File: src/rtl/fp_adder.sv
// fp_adder -- pipelined IEEE-754 binary16 adder, four register stages.
//
// Ports:
//   clk_59  in   1  clock; all state updates on its rising edge
//   rst_59  in   1  asynchronous reset, active-low; clears every pipeline
//                   register and C_59
//   A_59    in  16  operand A, binary16
//   B_59    in  16  operand B, binary16
//   C_59    out 16  registered sum A_59 + B_59; operands sampled at rising
//                   edge N appear on C_59 just after rising edge N+3
//
// One operand pair is accepted every cycle, with no handshake.
// Subnormal inputs are read as signed zero. Results that underflow flush
// to signed zero. Results that overflow saturate to signed infinity.
//
// Build option:
//   FPADD_RNE_EN  defined   -> round to nearest even (guard/round/sticky)
//                 undefined -> truncate toward zero
// Latency and ports are the same in both builds.
module fp_adder (
    input  logic        clk_59,
    input  logic        rst_59,
    input  logic [15:0] A_59,
    input  logic [15:0] B_59,
    output logic [15:0] C_59
);
    localparam int DATA_W = 16;

    // Right-shift the smaller significand into a {man, guard, round, sticky}
    // window; shifts of 12 or more leave only the sticky bit.
    function automatic logic [13:0] align_sticky(input logic [10:0] man,
                                                 input logic [4:0]  sh);
        logic [27:0] wide;
        logic [13:0] res;
        wide = {man, 17'd0} >> sh;
        if (sh >= 5'd12) begin
            res = {13'd0, |man};
        end else begin
            res = {wide[27:15], |wide[14:0]};
        end
        return res;
    endfunction

    // Leading-zero count over a 14-bit magnitude (14 when all zero).
    function automatic logic [3:0] lzc14(input logic [13:0] v);
        logic [3:0] n;
        n = 4'd14;
        for (int i = 0; i < 14; i++) begin
            if (v[i]) n = 4'(13 - i);
        end
        return n;
    endfunction

    // Rounds the normalized {1.frac, g, r, s}. Bit 11 of the result flags
    // mantissa overflow out of the hidden-bit position.
    function automatic logic [11:0] round_man(input logic [13:0] n);
        logic inc;
`ifdef FPADD_RNE_EN
        inc = n[2] & (n[1] | n[0] | n[3]);
`else
        inc = 1'b0;
`endif
        return {1'b0, n[13:3]} + {11'd0, inc};
    endfunction

    // Final renormalization after rounding, then saturation to infinity
    // or flush to signed zero.
    function automatic logic [15:0] pack_sat(input logic              s,
                                             input logic signed [6:0] e,
                                             input logic [11:0]       m);
        logic signed [6:0] ef;
        logic [9:0]        fr;
        logic [15:0]       res;
        ef = m[11] ? (e + 7'sd1) : e;
        fr = m[11] ? m[10:1] : m[9:0];
        if (ef >= 7'sd31) begin
            res = {s, 5'h1F, 10'd0};
        end else if (ef < 7'sd1) begin
            res = {s, 15'd0};
        end else begin
            res = {s, ef[4:0], fr};
        end
        return res;
    endfunction

    // ---------------- stage 1: unpack, classify, compare, swap ----------------
    logic              sa, sb;
    logic [4:0]        ea, eb;
    logic [9:0]        fa, fb;
    logic              a_zero, b_zero, a_inf, b_inf, a_nan, b_nan;
    logic              swap;
    logic              spec_s1;
    logic [DATA_W-1:0] spec_val_s1;

    assign sa     = A_59[15];
    assign sb     = B_59[15];
    assign ea     = A_59[14:10];
    assign eb     = B_59[14:10];
    assign fa     = A_59[9:0];
    assign fb     = B_59[9:0];
    assign a_zero = (ea == 5'd0);
    assign b_zero = (eb == 5'd0);
    assign a_inf  = (ea == 5'h1F) && (fa == 10'd0);
    assign b_inf  = (eb == 5'h1F) && (fb == 10'd0);
    assign a_nan  = (ea == 5'h1F) && (fa != 10'd0);
    assign b_nan  = (eb == 5'h1F) && (fb != 10'd0);
    assign swap   = {eb, fb} > {ea, fa};

    // Results that do not need the arithmetic path are fixed here and ride
    // down the pipeline so they keep the normal latency.
    always_comb begin
        spec_s1     = 1'b0;
        spec_val_s1 = '0;
        if (a_nan || b_nan || (a_inf && b_inf && (sa != sb))) begin
            spec_s1     = 1'b1;
            spec_val_s1 = 16'h7E00;
        end else if (a_inf) begin
            spec_s1     = 1'b1;
            spec_val_s1 = {sa, 5'h1F, 10'd0};
        end else if (b_inf) begin
            spec_s1     = 1'b1;
            spec_val_s1 = {sb, 5'h1F, 10'd0};
        end else if (a_zero && b_zero) begin
            spec_s1     = 1'b1;
            spec_val_s1 = {sa & sb, 15'd0};
        end else if (a_zero) begin
            spec_s1     = 1'b1;
            spec_val_s1 = B_59;
        end else if (b_zero) begin
            spec_s1     = 1'b1;
            spec_val_s1 = A_59;
        end
    end

    logic              vld_p0, sign_p0, sub_p0, spec_p0;
    logic [4:0]        exp_p0, diff_p0;
    logic [10:0]       man_l_p0, man_s_p0;
    logic [DATA_W-1:0] spec_val_p0;

    always_ff @(posedge clk_59 or negedge rst_59) begin
        if (!rst_59) begin
            vld_p0      <= 1'b0;
            sign_p0     <= 1'b0;
            sub_p0      <= 1'b0;
            spec_p0     <= 1'b0;
            exp_p0      <= '0;
            diff_p0     <= '0;
            man_l_p0    <= '0;
            man_s_p0    <= '0;
            spec_val_p0 <= '0;
        end else begin
            vld_p0      <= 1'b1;
            sign_p0     <= swap ? sb : sa;
            sub_p0      <= sa ^ sb;
            spec_p0     <= spec_s1;
            spec_val_p0 <= spec_val_s1;
            exp_p0      <= swap ? eb : ea;
            diff_p0     <= swap ? (eb - ea) : (ea - eb);
            man_l_p0    <= swap ? {1'b1, fb} : {1'b1, fa};
            man_s_p0    <= swap ? {1'b1, fa} : {1'b1, fb};
        end
    end

    // ---------------- stage 2: align smaller operand ----------------
    logic              vld_p1, sign_p1, sub_p1, spec_p1;
    logic [4:0]        exp_p1;
    logic [13:0]       mag_l_p1, mag_s_p1;
    logic [DATA_W-1:0] spec_val_p1;

    always_ff @(posedge clk_59 or negedge rst_59) begin
        if (!rst_59) begin
            vld_p1      <= 1'b0;
            sign_p1     <= 1'b0;
            sub_p1      <= 1'b0;
            spec_p1     <= 1'b0;
            exp_p1      <= '0;
            mag_l_p1    <= '0;
            mag_s_p1    <= '0;
            spec_val_p1 <= '0;
        end else begin
            vld_p1      <= vld_p0;
            sign_p1     <= sign_p0;
            sub_p1      <= sub_p0;
            spec_p1     <= spec_p0;
            exp_p1      <= exp_p0;
            mag_l_p1    <= {man_l_p0, 3'b000};
            mag_s_p1    <= align_sticky(man_s_p0, diff_p0);
            spec_val_p1 <= spec_val_p0;
        end
    end

    // ---------------- stage 3: add / subtract magnitudes ----------------
    logic              vld_p2, sign_p2, spec_p2;
    logic [4:0]        exp_p2;
    logic [14:0]       sum_p2;
    logic [DATA_W-1:0] spec_val_p2;

    always_ff @(posedge clk_59 or negedge rst_59) begin
        if (!rst_59) begin
            vld_p2      <= 1'b0;
            sign_p2     <= 1'b0;
            spec_p2     <= 1'b0;
            exp_p2      <= '0;
            sum_p2      <= '0;
            spec_val_p2 <= '0;
        end else begin
            vld_p2      <= vld_p1;
            sign_p2     <= sign_p1;
            spec_p2     <= spec_p1;
            exp_p2      <= exp_p1;
            // The larger magnitude is always on the left, so no borrow.
            sum_p2      <= sub_p1 ? ({1'b0, mag_l_p1} - {1'b0, mag_s_p1})
                                  : ({1'b0, mag_l_p1} + {1'b0, mag_s_p1});
            spec_val_p2 <= spec_val_p1;
        end
    end

    // ---------------- stage 4: normalize, round, pack ----------------
    logic [3:0]        lz_s4;
    logic [13:0]       norm_s4;
    logic signed [6:0] exp_s4;
    logic [DATA_W-1:0] res_s4;

    always_comb begin
        lz_s4   = '0;
        norm_s4 = '0;
        exp_s4  = '0;
        if (sum_p2[14]) begin
            norm_s4 = {sum_p2[14:2], sum_p2[1] | sum_p2[0]};
            exp_s4  = $signed({2'b00, exp_p2}) + 7'sd1;
        end else begin
            lz_s4   = lzc14(sum_p2[13:0]);
            norm_s4 = sum_p2[13:0] << lz_s4;
            exp_s4  = $signed({2'b00, exp_p2}) - $signed({3'b000, lz_s4});
        end
    end

    always_comb begin
        res_s4 = '0;
        if (spec_p2) begin
            res_s4 = spec_val_p2;
        end else if (sum_p2 == 15'd0) begin
            res_s4 = 16'h0000;
        end else begin
            res_s4 = pack_sat(sign_p2, exp_s4, round_man(norm_s4));
        end
    end

    always_ff @(posedge clk_59 or negedge rst_59) begin
        if (!rst_59) begin
            C_59 <= '0;
        end else begin
            C_59 <= vld_p2 ? res_s4 : 16'h0000;
        end
    end

endmodule

File: config.mk
export PLATFORM = sky130hd
export DESIGN_NAME = fp_adder
export DESIGN_NICKNAME = d
export VERILOG_FILES = /design/src/rtl/fp_adder.sv
export SDC_FILE = /design/constraint.sdc
export NUM_CORES = 1
export LEC_CHECK = 0
export CORE_MARGIN = 10
export CORE_UTILIZATION = 50
export CTS_CLUSTER_DIAMETER = 120
export DETAILED_ROUTE_END_ITERATION = 8
export GPL_TIMING_DRIVEN = 0
export MAX_ROUTING_LAYER = met4
export PLACE_DENSITY = 0.73
export SLEW_MARGIN = 20
export SYNTH_ARGS = -nofsm -noshare
export SYNTH_HDL_FRONTEND = slang
export SYNTH_SLANG_ARGS = --single-unit
File: constraint.sdc
create_clock -name clk_59 -period 5.87 [get_ports clk_59]
set_input_delay 1.174 -clock clk_59 [delete_from_list [all_inputs] [get_ports clk_59]]
set_output_delay 1.174 -clock clk_59 [all_outputs]
set_load 0.005 [all_outputs]
==> impl_metrics.env <==
export IMPL_synth_edf_count=0
export IMPL_timing_hold_violations_final=0
export IMPL_first_global_vias=6192
export IMPL_synth_seq_area_share=0.480
export IMPL_netlist_top_cells_area="sky130_fd_sc_hd__dfrtp_1 48%, sky130_fd_sc_hd__ha_1 7.6%, sky130_fd_sc_hd__mux2i_1 4.0%, sky130_fd_sc_hd__a21oi_1 3.3%, sky130_fd_sc_hd__inv_1 3.0%"
export IMPL_top_level_ports=50
export IMPL_cts_resizes=0
export IMPL_fin_crit_ns=4.21
export IMPL_cts_buffers_inserted=17
export IMPL_powerDensity_mw_per_mm2=415
export IMPL_syn_area_per_cell_sq_um=10.1
export IMPL_detail_route_iter0_violations=412
export IMPL_routed_via_density=5.67
export IMPL_whs_ns=0.343
export IMPL_final_core_utilization=0.593
export IMPL_global_route_overflow_total=0
export IMPL_synth_top_area_share=0.480
export IMPL_cts_hold_fix_buffers=0
export IMPL_drv_slew=0
export IMPL_cts_setup_buffers=0
export IMPL_detail_route_wirelength_mm=18.7
export IMPL_remaining_drc_errors=0
export IMPL_final_area_sq_mm=0.00939
export IMPL_number_of_antenna_violations_at_the_first_check_in_global_routing=0
export IMPL_worstSkewPairLatency_ns=0.42
export IMPL_dieWidth_um=147
export IMPL_clock_skew_ns=0.0108
export IMPL_outcome="complete, no violations"
export IMPL_synth_compound_gate_area_share=0.169
export IMPL_ys_dominant_reg_cell="sky130_fd_sc_hd__dfrtp_1"
export IMPL_synthArstFlopShare=1.00
export IMPL_die_h_um=147
export IMPL_synth_area_in_adders=0.0864
export IMPL_power_leakage_nw=4.33
export IMPL_share_of_final_layout_standard_cells_stronger_than_drive_strength_1=0.0780
export IMPL_detailed_place_hpwl_mm=14.0
export IMPL_synth_warnings=0
export IMPL_clkTransAtPathRegs_ns=0.06
export IMPL_grt_pass1_wl_mm=31.2
export IMPL_layout_cells_most_common="sky130_fd_sc_hd__dfrtp_1"
export IMPL_number_of_antenna_repair_diodes=0
export IMPL_average_wire_per_cell_in_the_routed_design_um=17.2
export IMPL_firstDrtPassIters=7
export IMPL_clk_root_buffer_cell="sky130_fd_sc_hd__clkbuf_16"
export IMPL_area_growth_synth_to_final_pct=17.0
export IMPL_setup_violations_final=0
export IMPL_fmaxAchievable_ghz=0.238
export IMPL_ctsLongestPathBuffers=2
export IMPL_clock_sink_count=154
export IMPL_synth_top_family_by_area="compound AO/OA/AOI/OAI gates"
export IMPL_antenna_violating_nets_left=0
export IMPL_synth_simple_gate_area_frac=0.128
export IMPL_hold_class="reg2reg"
export IMPL_yosys_area_share_xor_xnor=0.0207
export IMPL_vdd_ir_drop_max_mv=0.233
export IMPL_net_count_after_synthesis=878
export IMPL_crit_required_ns=6.15
export IMPL_routability_congestion=0.947
export IMPL_relSlewSlack=0.331
export IMPL_leading_cell_types_in_the_layout_fill_and_taps_excluded="154 x sky130_fd_sc_hd__dfrtp_1, 65 x sky130_fd_sc_hd__inv_1, 61 x sky130_fd_sc_hd__nor2_1, 61 x sky130_fd_sc_hd__nand2_1, 53 x sky130_fd_sc_hd__a21oi_1"
export IMPL_synth_distinct_cells=70
export IMPL_instances_no_fill=1088
export IMPL_cp_start_kind="register"
export IMPL_clock_tree_htree_level_count=4
export IMPL_finalNetCount=947
export IMPL_cp_end_kind="register"
export IMPL_timing_critical_path_fanout_max=10
export IMPL_fin_tns_setup_ns=0
export IMPL_floorplan_initialDensity=0.507
export IMPL_synth_ff_latch_count=154
export IMPL_design_core_area_sq_mm=0.0158
export IMPL_routed_via_count=6165
export IMPL_grt_start_max_net_pins=89
export IMPL_place_area_sq_mm=0.00882
export IMPL_synth_top_cell_by_area="sky130_fd_sc_hd__dfrtp_1"
export IMPL_setup_repair_after_global_routing_missed_its_margin="false"
export IMPL_post_synth_instance_area_sq_mm=0.00803
export IMPL_tritoncts="yes"
export IMPL_die_area_sq_mm=0.0215
export IMPL_grtUsageTotal=0.182
export IMPL_critical_path_class="reg2reg"
export IMPL_portBuffers=49
export IMPL_min_period_over_period=0.717
export IMPL_tightest_slew_ns=0.996
export IMPL_synth_mux_area_frac=0.0652
export IMPL_rows=46
export IMPL_cp_arrival_ns=4.49
export IMPL_number_of_cells_produced_by_synthesis=791
export IMPL_placed_cells_incl_taps=1057
export IMPL_maxCapViolations=0
[stage by stage]
stage               power [W]  setup slack [ns]
floorplan             0.00238              2.24
global placement      0.00283             -2.12
detailed placement    0.00284              1.61
CTS                   0.00391              1.66
global route          0.00416              1.43
finish                0.00390              1.66
[path summary, 6_finish.rpt]
kind	depth (start not counted)	startpoint	endpoint	slack, ns
max	17	sum_p2[7]	C_59[9]	1.66
min	0	exp_p1[0]	exp_p2[0]	0.34
max reg2reg	17	sum_p2[7]	C_59[9]	1.66
min reg2reg	0	exp_p1[0]	exp_p2[0]	0.34
max in group asynchronous	2	rst_59	sum_p2[4]	4.39
min in group asynchronous	1	rst_59	diff_p0[1]	0.74
[state kept, by name (all words and copies together), names as in the netlist, 5 cells and up]
signal	cells
sum_p2	15
man_s_p0	10
exp_p1	5
mag_s_p1	14
diff_p0	5
spec_val_p1	16
exp_p2	5
spec_val_p0	16
exp_p0	5
man_l_p0	11
C_59	16
mag_l_p1	11
spec_val_p2	16
[logic make-up after synthesis]
group	after synthesis
buffers and inverters	100
AO/OA/AOI/OAI	202
multiplexers	50
other	1
flip-flops	154
adder cells (fa/ha/maj)	53
AND/OR/NAND/NOR	212
XOR/XNOR	19
[cell type report]
cell class,instances,area [sq um]
fillers,1336,6440
flip-flops and latches,154,3850
multi-input cells,537,3770
repair buffers,50,523
clock buffers,22,454
well taps,216,270
inverters,68,255
plain buffers,32,151
clock inverters,9,115
[critical path: stages, from the launching register on]
cell,delay (ns)
sky130_fd_sc_hd__dfrtp_1,0.36
sky130_fd_sc_hd__clkbuf_1,0.20
sky130_fd_sc_hd__nor2_1,0.13
sky130_fd_sc_hd__o311ai_0,0.15
sky130_fd_sc_hd__a311oi_1,0.37
sky130_fd_sc_hd__buf_2,0.32
sky130_fd_sc_hd__ha_1,0.20
sky130_fd_sc_hd__inv_1,0.05
sky130_fd_sc_hd__fa_1,0.40
sky130_fd_sc_hd__a21o_1,0.20
sky130_fd_sc_hd__a211oi_1,0.24
sky130_fd_sc_hd__a41oi_1,0.09
sky130_fd_sc_hd__xnor2_1,0.22
sky130_fd_sc_hd__o41a_4,0.51
sky130_fd_sc_hd__o2111a_1,0.16
sky130_fd_sc_hd__buf_6,0.14
sky130_fd_sc_hd__a32oi_1,0.23
sky130_fd_sc_hd__o31ai_1,0.11
[report_power, final]
group / internal (W) / total, W / leakage (nW) / switching (W)
clock network: 0.000638 / 0.00105 / 0.271 / 0.000415
logic: 0.000629 / 0.00147 / 2.11 / 0.000838
registers: 0.00124 / 0.00138 / 1.95 / 0.000140
total: 0.00250 / 0.00390 / 4.33 / 0.00139
[cells in the mapped netlist (8+ instances only)]
master and count:
sky130_fd_sc_hd__ha_1 49, sky130_fd_sc_hd__dfrtp_1 154, sky130_fd_sc_hd__a21o_1 11, sky130_fd_sc_hd__a22oi_1 16, sky130_fd_sc_hd__a211oi_1 8, sky130_fd_sc_hd__o31ai_1 9
sky130_fd_sc_hd__mux2_2 17, sky130_fd_sc_hd__a31oi_1 10, sky130_fd_sc_hd__nor3_1 18, sky130_fd_sc_hd__nor4_1 11, sky130_fd_sc_hd__nor2b_1 9, sky130_fd_sc_hd__o21ai_0 40
sky130_fd_sc_hd__a21oi_1 53, sky130_fd_sc_hd__nor2_1 61, sky130_fd_sc_hd__nand2_1 61, sky130_fd_sc_hd__clkbuf_1 20, sky130_fd_sc_hd__xnor2_1 13, sky130_fd_sc_hd__mux2i_1 32
sky130_fd_sc_hd__nand3_1 10, sky130_fd_sc_hd__nand4_1 8, sky130_fd_sc_hd__inv_1 65
[metal layers]
layer  share of wire  global-route usage  vias to the layer above
li1                -                   -                     2944
met1            0.44               0.226                     2965
met2            0.48               0.287                      217
met3           0.043              0.0326                       39
met4           0.033              0.0811                        0
met5               0                   -                        -
Power figures use the tool's default switching activity.
